$ cat src/rtl/mc_ctrl_pkg.sv
// Shared types and constants for the multi-cycle MIPS control FSM.
// No logic; no latency.
// No flow control; constants only.
package mc_ctrl_pkg;

  typedef enum logic [3:0] {
    S_RESET    = 4'd0,
    S_FETCH    = 4'd1,
    S_DECODE   = 4'd2,
    S_MEM_ADDR = 4'd3,
    S_MEM_RD   = 4'd4,
    S_MEM_WB   = 4'd5,
    S_MEM_WR   = 4'd6,
    S_R_EXEC   = 4'd7,
    S_ALU_WB   = 4'd8,
    S_I_EXEC   = 4'd9,
    S_BRANCH   = 4'd10,
    S_JUMP     = 4'd11,
    S_JUMP_REG = 4'd12,
    S_TRAP     = 4'd13
  } state_t;

  // Opcodes
  localparam logic [5:0] OP_RTYPE = 6'h00;
  localparam logic [5:0] OP_BLTZ  = 6'h01;
  localparam logic [5:0] OP_J     = 6'h02;
  localparam logic [5:0] OP_JAL   = 6'h03;
  localparam logic [5:0] OP_BEQ   = 6'h04;
  localparam logic [5:0] OP_BNE   = 6'h05;
  localparam logic [5:0] OP_BLEZ  = 6'h06;
  localparam logic [5:0] OP_BGTZ  = 6'h07;
  localparam logic [5:0] OP_ADDI  = 6'h08;
  localparam logic [5:0] OP_ADDIU = 6'h09;
  localparam logic [5:0] OP_SLTI  = 6'h0a;
  localparam logic [5:0] OP_SLTIU = 6'h0b;
  localparam logic [5:0] OP_ANDI  = 6'h0c;
  localparam logic [5:0] OP_ORI   = 6'h0d;
  localparam logic [5:0] OP_LUI   = 6'h0f;
  localparam logic [5:0] OP_LW    = 6'h23;
  localparam logic [5:0] OP_SW    = 6'h2b;

  // R-type function codes
  localparam logic [5:0] FN_SLL  = 6'h00;
  localparam logic [5:0] FN_SRL  = 6'h02;
  localparam logic [5:0] FN_SRA  = 6'h03;
  localparam logic [5:0] FN_JR   = 6'h08;
  localparam logic [5:0] FN_JALR = 6'h09;
  localparam logic [5:0] FN_ADD  = 6'h20;
  localparam logic [5:0] FN_ADDU = 6'h21;
  localparam logic [5:0] FN_SUB  = 6'h22;
  localparam logic [5:0] FN_SUBU = 6'h23;
  localparam logic [5:0] FN_AND  = 6'h24;
  localparam logic [5:0] FN_OR   = 6'h25;
  localparam logic [5:0] FN_XOR  = 6'h26;
  localparam logic [5:0] FN_NOR  = 6'h27;
  localparam logic [5:0] FN_SLT  = 6'h2a;
  localparam logic [5:0] FN_SLTU = 6'h2b;

  // Mux select encodings
  localparam logic [1:0] SA_PC    = 2'b00;
  localparam logic [1:0] SA_REGA  = 2'b01;
  localparam logic [1:0] SA_SHAMT = 2'b10;

  localparam logic [1:0] SB_REGB   = 2'b00;
  localparam logic [1:0] SB_FOUR   = 2'b01;
  localparam logic [1:0] SB_IMM    = 2'b10;
  localparam logic [1:0] SB_IMM_SH = 2'b11;

  localparam logic [1:0] PCS_ALU    = 2'b00;
  localparam logic [1:0] PCS_ALUOUT = 2'b01;
  localparam logic [1:0] PCS_JUMP   = 2'b10;
  localparam logic [1:0] PCS_REGA   = 2'b11;

  localparam logic [1:0] MTR_MEM = 2'b00;
  localparam logic [1:0] MTR_ALU = 2'b01;
  localparam logic [1:0] MTR_PC  = 2'b10;

  localparam logic [1:0] RD_RT  = 2'b00;
  localparam logic [1:0] RD_RD  = 2'b01;
  localparam logic [1:0] RD_R31 = 2'b10;

  // ALUOp[2:0] operation codes
  localparam logic [2:0] AOP_ADD   = 3'b000;
  localparam logic [2:0] AOP_SUB   = 3'b001;
  localparam logic [2:0] AOP_FUNCT = 3'b010;
  localparam logic [2:0] AOP_OR    = 3'b011;
  localparam logic [2:0] AOP_AND   = 3'b100;
  localparam logic [2:0] AOP_SLT   = 3'b101;

  // Shifts take their A operand from the shamt field
  function automatic logic is_shift(input logic [5:0] fn);
    return (fn == FN_SLL) || (fn == FN_SRL) || (fn == FN_SRA);
  endfunction

  // R-type function codes the datapath actually implements
  function automatic logic funct_legal(input logic [5:0] fn);
    case (fn)
      FN_SLL, FN_SRL, FN_SRA, FN_JR, FN_JALR, FN_ADD, FN_ADDU, FN_SUB,
      FN_SUBU, FN_AND, FN_OR, FN_XOR, FN_NOR, FN_SLT, FN_SLTU: return 1'b1;
      default: return 1'b0;
    endcase
  endfunction

endpackage

$ cat src/rtl/mc_aluop_decode.sv
// ALU operation select from the current FSM state and latched opcode.
// Purely combinational, zero latency.
// No flow control.
module mc_aluop_decode
  import mc_ctrl_pkg::*;
(
  input  logic [5:0] OpCode,
  input  state_t     i_state,
  output logic [3:0] ALUOp
);

  // Bit 3 carries OpCode[0] only in states where the ALU result is consumed
  always_comb begin
    ALUOp = 4'b0000;
    case (i_state)
      S_MEM_ADDR: ALUOp = {OpCode[0], AOP_ADD};
      S_R_EXEC:   ALUOp = {OpCode[0], AOP_FUNCT};
      S_BRANCH:   ALUOp = {OpCode[0], AOP_SUB};
      S_I_EXEC: begin
        case (OpCode)
          OP_ANDI:          ALUOp = {OpCode[0], AOP_AND};
          OP_ORI:           ALUOp = {OpCode[0], AOP_OR};
          OP_SLTI, OP_SLTIU: ALUOp = {OpCode[0], AOP_SLT};
          default:          ALUOp = {OpCode[0], AOP_ADD};
        endcase
      end
      default: ALUOp = 4'b0000;
    endcase
  end

endmodule

$ cat src/rtl/multicycle_controller.sv
// Multi-cycle MIPS control FSM; MC_ILLEGAL_TRAP_EN adds a trap state and `trap` output.
// Moore outputs; 3-5 cycles per instruction plus one per memory wait cycle.
// Stalls in FETCH/MEM_RD/MEM_WR until mem_ready; mem_ready ignored elsewhere.
module multicycle_controller
  import mc_ctrl_pkg::*;
(
  input  logic       clk,
  input  logic       reset,
  input  logic [5:0] OpCode,
  input  logic [5:0] Funct,
  input  logic       mem_ready,
  output logic       PCWrite,
  output logic       PCWriteCond,
  output logic       IorD,
  output logic       MemRead,
  output logic       MemWrite,
  output logic       IRWrite,
  output logic       RegWrite,
  output logic       ExtOp,
  output logic       LuiOp,
  output logic [1:0] MemtoReg,
  output logic [1:0] RegDst,
  output logic [1:0] ALUSrcA,
  output logic [1:0] ALUSrcB,
  output logic [3:0] ALUOp,
  output logic [1:0] PCSource,
  output logic [2:0] Branch,
  output logic       instr_done
`ifdef MC_ILLEGAL_TRAP_EN
  ,
  output logic       trap
`endif
);

  state_t r_state;
  state_t w_next;

  // State register; reset forces RESET asynchronously
  always_ff @(posedge clk or negedge reset) begin
    if (!reset) r_state <= S_RESET;
    else        r_state <= w_next;
  end

  mc_aluop_decode u_aluop (
    .OpCode  (OpCode),
    .i_state (r_state),
    .ALUOp   (ALUOp)
  );

`ifdef MC_ILLEGAL_TRAP_EN
  assign trap = (r_state == S_TRAP);
`endif

  // Next-state and Moore control outputs
  always_comb begin
    w_next      = r_state;
    PCWrite     = 1'b0;
    PCWriteCond = 1'b0;
    IorD        = 1'b0;
    MemRead     = 1'b0;
    MemWrite    = 1'b0;
    IRWrite     = 1'b0;
    RegWrite    = 1'b0;
    ExtOp       = 1'b0;
    LuiOp       = 1'b0;
    MemtoReg    = MTR_MEM;
    RegDst      = RD_RT;
    ALUSrcA     = SA_PC;
    ALUSrcB     = SB_REGB;
    PCSource    = PCS_ALU;
    Branch      = 3'b000;
    case (r_state)
      S_RESET: w_next = S_FETCH;
      S_FETCH: begin
        MemRead = 1'b1;
        ALUSrcB = SB_FOUR;
        IRWrite = mem_ready;
        PCWrite = mem_ready;
        if (mem_ready) w_next = S_DECODE;
      end
      S_DECODE: begin
        ALUSrcB = SB_IMM_SH;
        case (OpCode)
          OP_LW, OP_SW: w_next = S_MEM_ADDR;
          OP_RTYPE: begin
            if (Funct == FN_JR || Funct == FN_JALR) w_next = S_JUMP_REG;
`ifdef MC_ILLEGAL_TRAP_EN
            else if (!funct_legal(Funct))           w_next = S_TRAP;
`endif
            else                                    w_next = S_R_EXEC;
          end
          OP_J, OP_JAL:                               w_next = S_JUMP;
          OP_BEQ, OP_BNE, OP_BLEZ, OP_BGTZ, OP_BLTZ:  w_next = S_BRANCH;
          OP_ADDI, OP_ADDIU, OP_ANDI, OP_ORI,
          OP_SLTI, OP_SLTIU, OP_LUI:                  w_next = S_I_EXEC;
`ifdef MC_ILLEGAL_TRAP_EN
          default: w_next = S_TRAP;
`else
          default: w_next = S_FETCH;
`endif
        endcase
      end
      S_MEM_ADDR: begin
        ALUSrcA = SA_REGA;
        ALUSrcB = SB_IMM;
        ExtOp   = 1'b1;
        w_next  = (OpCode == OP_SW) ? S_MEM_WR : S_MEM_RD;
      end
      S_MEM_RD: begin
        MemRead = 1'b1;
        IorD    = 1'b1;
        if (mem_ready) w_next = S_MEM_WB;
      end
      S_MEM_WB: begin
        RegWrite = 1'b1;
        w_next   = S_FETCH;
      end
      S_MEM_WR: begin
        MemWrite = 1'b1;
        IorD     = 1'b1;
        if (mem_ready) w_next = S_FETCH;
      end
      S_R_EXEC: begin
        ALUSrcA = is_shift(Funct) ? SA_SHAMT : SA_REGA;
        w_next  = S_ALU_WB;
      end
      S_ALU_WB: begin
        RegWrite = 1'b1;
        MemtoReg = MTR_ALU;
        // Opcode is held for the whole instruction, so it tells R vs I path
        RegDst   = (OpCode == OP_RTYPE) ? RD_RD : RD_RT;
        w_next   = S_FETCH;
      end
      S_I_EXEC: begin
        ALUSrcA = SA_REGA;
        ALUSrcB = SB_IMM;
        ExtOp   = !(OpCode == OP_ANDI || OpCode == OP_ORI);
        LuiOp   = (OpCode == OP_LUI);
        w_next  = S_ALU_WB;
      end
      S_BRANCH: begin
        ALUSrcA     = SA_REGA;
        PCWriteCond = 1'b1;
        PCSource    = PCS_ALUOUT;
        Branch      = OpCode[2:0];
        w_next      = S_FETCH;
      end
      S_JUMP: begin
        PCWrite  = 1'b1;
        PCSource = PCS_JUMP;
        if (OpCode == OP_JAL) begin
          RegWrite = 1'b1;
          RegDst   = RD_R31;
          MemtoReg = MTR_PC;
        end
        w_next = S_FETCH;
      end
      S_JUMP_REG: begin
        PCWrite  = 1'b1;
        PCSource = PCS_REGA;
        if (Funct == FN_JALR) begin
          RegWrite = 1'b1;
          RegDst   = RD_RD;
          MemtoReg = MTR_PC;
        end
        w_next = S_FETCH;
      end
      S_TRAP:  w_next = S_TRAP;
      default: w_next = S_RESET;
    endcase
    instr_done = (w_next == S_FETCH) && (r_state != S_RESET) && (r_state != S_FETCH);
  end

endmodule

$ cat config.mk
export PLATFORM = sky130hd
export DESIGN_NAME = multicycle_controller
export DESIGN_NICKNAME = d
export VERILOG_FILES = /design/src/rtl/mc_ctrl_pkg.sv /design/src/rtl/mc_aluop_decode.sv /design/src/rtl/multicycle_controller.sv
export SDC_FILE = /design/constraint.sdc
export NUM_CORES = 1
export LEC_CHECK = 0
export ABC_AREA = 1
export ABC_CLOCK_PERIOD_IN_PS = 2100
export CAP_MARGIN = 20
export CORE_MARGIN = 5
export CORE_UTILIZATION = 40
export DETAILED_ROUTE_END_ITERATION = 8
export HOLD_SLACK_MARGIN = 0.03
export PLACE_DENSITY_LB_ADDON = 0.2
export SYNTH_ARGS = -nofsm -noshare
export SYNTH_HDL_FRONTEND = slang
export SYNTH_SLANG_ARGS = --single-unit
$ cat constraint.sdc
create_clock -name clk -period 2.1 [get_ports clk]
set_input_delay 0.21 -clock clk [delete_from_list [all_inputs] [get_ports clk]]
set_output_delay 0.21 -clock clk [all_outputs]
set_load 0.03 [all_outputs]
After elaboration in Yosys (flattened, before gate mapping)
Index checks and enable logic that the tools add are counted.
- eq/ne operators: 35
- multiplexer cells: 31
- reductions and logical operators: 24
- operators by type and width (kind ; number):
    $eq A6 B4 Y1 const B ; 9
    $pmux W4 S8 ; 1
    $eq A4 B4 Y1 const B ; 6
    $eq A6 B2 Y1 const B ; 4
    $eq A6 B3 Y1 const B ; 4
    $pmux W2 S3 ; 4
    $pmux W4 S5 ; 1
    $reduce_or A2 Y1 ; 9
    $eq A4 B3 Y1 const B ; 4
    $mux W4 ; 4
    $pmux W4 S4 ; 1
    $eq A6 B6 Y1 const B ; 2
    $logic_not A6 Y1 ; 2
    $mux W1 ; 10
    $pmux W3 S3 ; 1
    $eq A4 B1 Y1 const B ; 2
    $eq A4 B2 Y1 const B ; 2
    $mux W2 ; 4
    $reduce_or A7 Y1 ; 1
    $eq A6 B1 Y1 const B ; 1
    $reduce_or A6 Y1 ; 1
    $reduce_or A5 Y1 ; 1
    $logic_not A4 Y1 ; 1
    $logic_or A1 B1 Y1 ; 4
    9 further kinds ; 11
- bits in registers: 4
- bits of input ports: 15
- output and inout bits: 27
- logic and storage cells: 91

Longest topological paths before layout
Gate-level depths: netlist (run 1).
- depth after elaboration: 8
- gate-level depth with buffers: 11
- depth with buffers taken out: 11

Cells and area by module
A second synthesis (run 1) with hierarchy kept.
- cells, all modules: 181
- area total of the unflattened synthesis: 863.3 µm²
- modules (own cells, without submodules) (module ; times used ; cells each ; area each (µm²)):
    multicycle_controller ; 1 ; 138 ; 678.2
    mc_aluop_decode ; 1 ; 43 ; 185.2

Worst setup path before layout (run 1)
OpenSTA, ideal clock, no wires.
- path type: register to output
- start: register r_state[3]
- end: output port instr_done
- data arrival time: 1734 ps
- required time: 1890 ps
- path slack: 156 ps
- stages on the path, launching flop included: 12
- path through: dfrtp_1 -> inv_2 -> nand2_1 -> nor2_1 -> nand2_1 -> nand2_1 -> inv_1 -> nand2_1 -> nor2_2 -> nand2_2 -> nand3_2 -> nor2_2
- word-level cells in the longest chain between the ends: 6
- ends and longest elaborated chain (what ; line ; RTL):
    from (decl) ; multicycle_controller.sv:35 ; state_t r_state;
    from (signal assigned) ; multicycle_controller.sv:41 ; else r_state <= w_next;
    $eq A4 B4 Y1, or another cell as far along ; multicycle_controller.sv:72 ; case (r_state)
    $reduce_or A6 Y1 (no line) / $reduce_or A2 Y1 (equally long branches) ; n/a ;
    $pmux W4 S8 (*) ; multicycle_controller.sv:72 ;
    named net w_next[0] ; multicycle_controller.sv:36 ; state_t w_next;
    $eq A4 B1 Y1 (*) ; multicycle_controller.sv:171 ; instr_done = (w_next == S_FETCH) && (r_state != S_RESET) && (r_state != S_FETCH);
    $logic_and A1 B1 Y1 (*) (2 in a row) ; multicycle_controller.sv:171 ;
    to (decl) ; multicycle_controller.sv:28 ; output logic instr_done
Mark *: on every way through the listed nets, which the timed path passes. The rest lies on a longest branch.

Final worst setup path (run 1)
- start: register r_state[0]
- end: output port PCSource[0]
- word-level cells in the longest chain between the ends: 2
- ends and longest elaborated chain (what ; line ; RTL):
    $eq A4 B4 Y1 ; multicycle_controller.sv:72 ;
    $pmux W2 S3 (*) ; multicycle_controller.sv:72 ;
    to (decl) ; multicycle_controller.sv:26 ; output logic [1:0] PCSource,
Mark *: on every way between the ends. The rest lies on a longest branch, timed or not.

==> results by group, run 1 <==
Setup path
  – CP arrival: 1.83 ns
  – Worst Path Max Fanout: 6
  – FF-to-FF setup slack: 0.72 ns
  – Setup CP Type: flip-flop to primary output
  – CP endpoint kind: primary output
  – Worst EP required: 1.89 ns
  – CP Launch Type: flip-flop

Timing
  – Max-slew violations: 0
  – Final worst path period share: 97.0%
  – Least-Margin Pin Slew: 0.317 ns
  – WHS: 0.175 ns
  – Final Hold Viols: 0
  – Final setup fails: 0
  – Slew HR: 78.8%
  – Clock period minus final worst setup slack: 2.04 ns
  – Achievable Freq: 491 MHz
  – Clock Skew: 0.00804 ns

Clocking
  – Root Buffer: clkbuf_4
  – Clock Pin Slew Worst Setup and Hold Paths: 0.04 ns
  – TritonCTS buffer count: 3
  – TritonCTS Sinks: 4
  – CTS tree: built
  – H-Tree Depth: 1
  – Longest Clk Path Bufs: 2
  – Clk_lat worst skew: 0.24 ns

Global route
  – GRT Resource Usage Total: 20.1%
  – Initial antenna violation count: 0
  – First-pass GRT wire length: 4.26 mm
  – Largest net degree at the start of global routing: 8
  – Total grt overflow: 0
  – Vias in the first global route: 1050

Drt
  – Number of remaining DRC errors: 0
  – Wire per inst: 11.8 µm
  – DRT iter0 DRCs: 52
  – Antenna-violating nets left: 0
  – Vias per Instance: 5.01
  – Drt total wl: 2.65 mm
  – Via count: 1122
  – Initial DRT Pass Iterations: 4

Final layout
  – Max reg flops: 4
  – # diodes: 0
  – Layout cell share with drive strength beyond 1: 20.1%
  – Largest regs: r_state: 4 flops
  – Area Growth Syn to Fin: 72.3%
  – Fin nets: 216
  – Largest register by flop count: r_state

Worst hold path
  – Worst min path class: input pin to asynchronous set/reset pin

Yosys
  – Synth Register Bits: 4
  – Synth top area share: 23.2%
  – Number of enable flip-flop cells after synthesis: 0
  – Avg Cell Area, Syn: 4.99 µm²
  – Post-Syn Nets: 161
  – Primary FF master, synth: dfrtp_1
  – Synth top area cells: nand2_1 (23%), nor2_1 (14%), dfrtp_1 (14%)
  – Synth Instances: 146
  – Synthesized cell area: 728 µm²
  – Synth cell count leaders: nand2_1 (45), nor2_1 (27), inv_1 (24)
  – Most numerous cell in the Yosys netlist: nand2_1
  – Synth cell types: 18
  – Post-synth top area cell: nand2_1
  – Synth Warn #: 0
  – Register area share after synthesis: 13.7%
  – Asr flop ratio synth: 100%

Floorplanning
  – Die X: 52.7 µm
  – Cell row count: 15
  – Die Footprint: 2770 µm²
  – Starting Density: 42.2%
  – Die Ht: 52.7 µm
  – Core area: 1730 µm²
  – I/O Pins: 42

Power and ir drop
  – Maximum vdd ir drop: 0.000215 V
  – Leak pwr: 0.762 nW
  – Total power: 242 µW
  – PD cells: 193 nW/µm²

Flow run
  – Max_cap viols: 0

Placement
  – Routability cong.: 0.935
  – Dpl hpwl: 2.27 mm
  – Number of port buffers: 41

Run status
  – Outcome: completed
## layout by cell type (no fill, tap or decap), types with 3 or more instances in the layout
master | synthesis | final
nand2_1 | 45 | 45
nor2_1 | 27 | 25
inv_1 | 24 | 24
clkdlybuf4s50_1 | 0 | 17
buf_4 | 0 | 16
nand3_1 | 14 | 13
dlygate4sd2_1 | 0 | 13
nor2_2 | 5 | 6
a21oi_1 | 6 | 5
inv_2 | 3 | 3
nor2_4 | 2 | 3
nand2_2 | 3 | 3
o21ai_0 | 3 | 3
nor3_1 | 3 | 3
clkbuf_4 | 0 | 3
dlymetal6s2s_1 | 0 | 3
## logic make-up (layout without fill, tap and decap cells)
logic type             after synthesis  after routing  share of synthesized area (%)
AND/OR/NAND/NOR                    103            103                           62.7
buffers and inverters               27             80                           13.9
AO/OA/AOI/OAI                       12             12                           9.62
flip-flops                           4              4                           13.7
## worst max-delay path: stages, from the launching register on
cell,delay (ns)
dfrtp_2,0.45
nor2_2,0.14
nand3_1,0.20
nand2_2,0.12
clkdlybuf4s50_1,0.67
## final timing paths
path | startpoint | end | cells past startpoint
max in group asynchronous | reset | r_state[1] | 1
worst min-delay path | reset | r_state[2] | 1
worst max register to register | r_state[2] | r_state[1] | 7
worst min register to register | r_state[3] | r_state[3] | 3
worst max-delay path | r_state[0] | PCSource[0] | 4
min in group clk | OpCode[1] | r_state[2] | 6
## timing repair
action                     4_1_cts  5_1_grt
gates resized for setup         14       11
setup endpoints to repair       14        9
hold buffers                     0        0
setup buffers                    0        1
pin swaps                        0        0
## cell type report
| cell class | count | area (µm²) |
|---|---|---|
| clock buffer | 3 | 22.5 |
| fill | 157 | 472 |
| inverter | 27 | 101 |
| multi-input combinational | 115 | 546 |
| sequential | 4 | 103 |
| tap | 25 | 31.3 |
| timing repair buffer | 50 | 452 |
## power by group
part	leakage [nW]	internal, mW	switching, mW
clock	0.0138	0.0640	0.0337
sequential	0.0382	0.0775	0
combinational	0.710	0.0333	0.0333
## routing by layer
layer  share of wire (%)  track usage (%)  vias to the layer above
met4                 1.7             6.81                        0
li1                    -                -                      558
met1                  40             24.1                      498
met2                  50             36.2                       61
met3                 7.6             2.28                        5
met5                   0                0                        -
## per-stage QoR
stage	cell area (µm²)	setup TNS (ns)	worst slack, ns	cells	utilization [%]
2_1_floorplan	728	0	0.156	146	-
3_3_place_gp	1210	0	0.0524	220	70.2
3_5_place_dp	1210	-0.0330	-0.0330	220	70.2
4_1_cts	1220	0	0.00812	223	70.5
5_1_grt	1250	-0.0140	-0.00950	224	72.7
6_report	1250	0	0.0630	224	72.7
Power figures use the tool's default switching activity.
==> run 2, diff against run 1 <==
--- a/config.mk
+++ b/config.mk
@@ -7,7 +7,6 @@
 export LEC_CHECK = 0
 export ABC_AREA = 1
 export ABC_CLOCK_PERIOD_IN_PS = 2100
-export CAP_MARGIN = 20
 export CORE_MARGIN = 5
 export CORE_UTILIZATION = 40
 export DETAILED_ROUTE_END_ITERATION = 8
==> results of run 2 <==
Same layout as run 1: the final DEF is identical, and so are final timing and power.
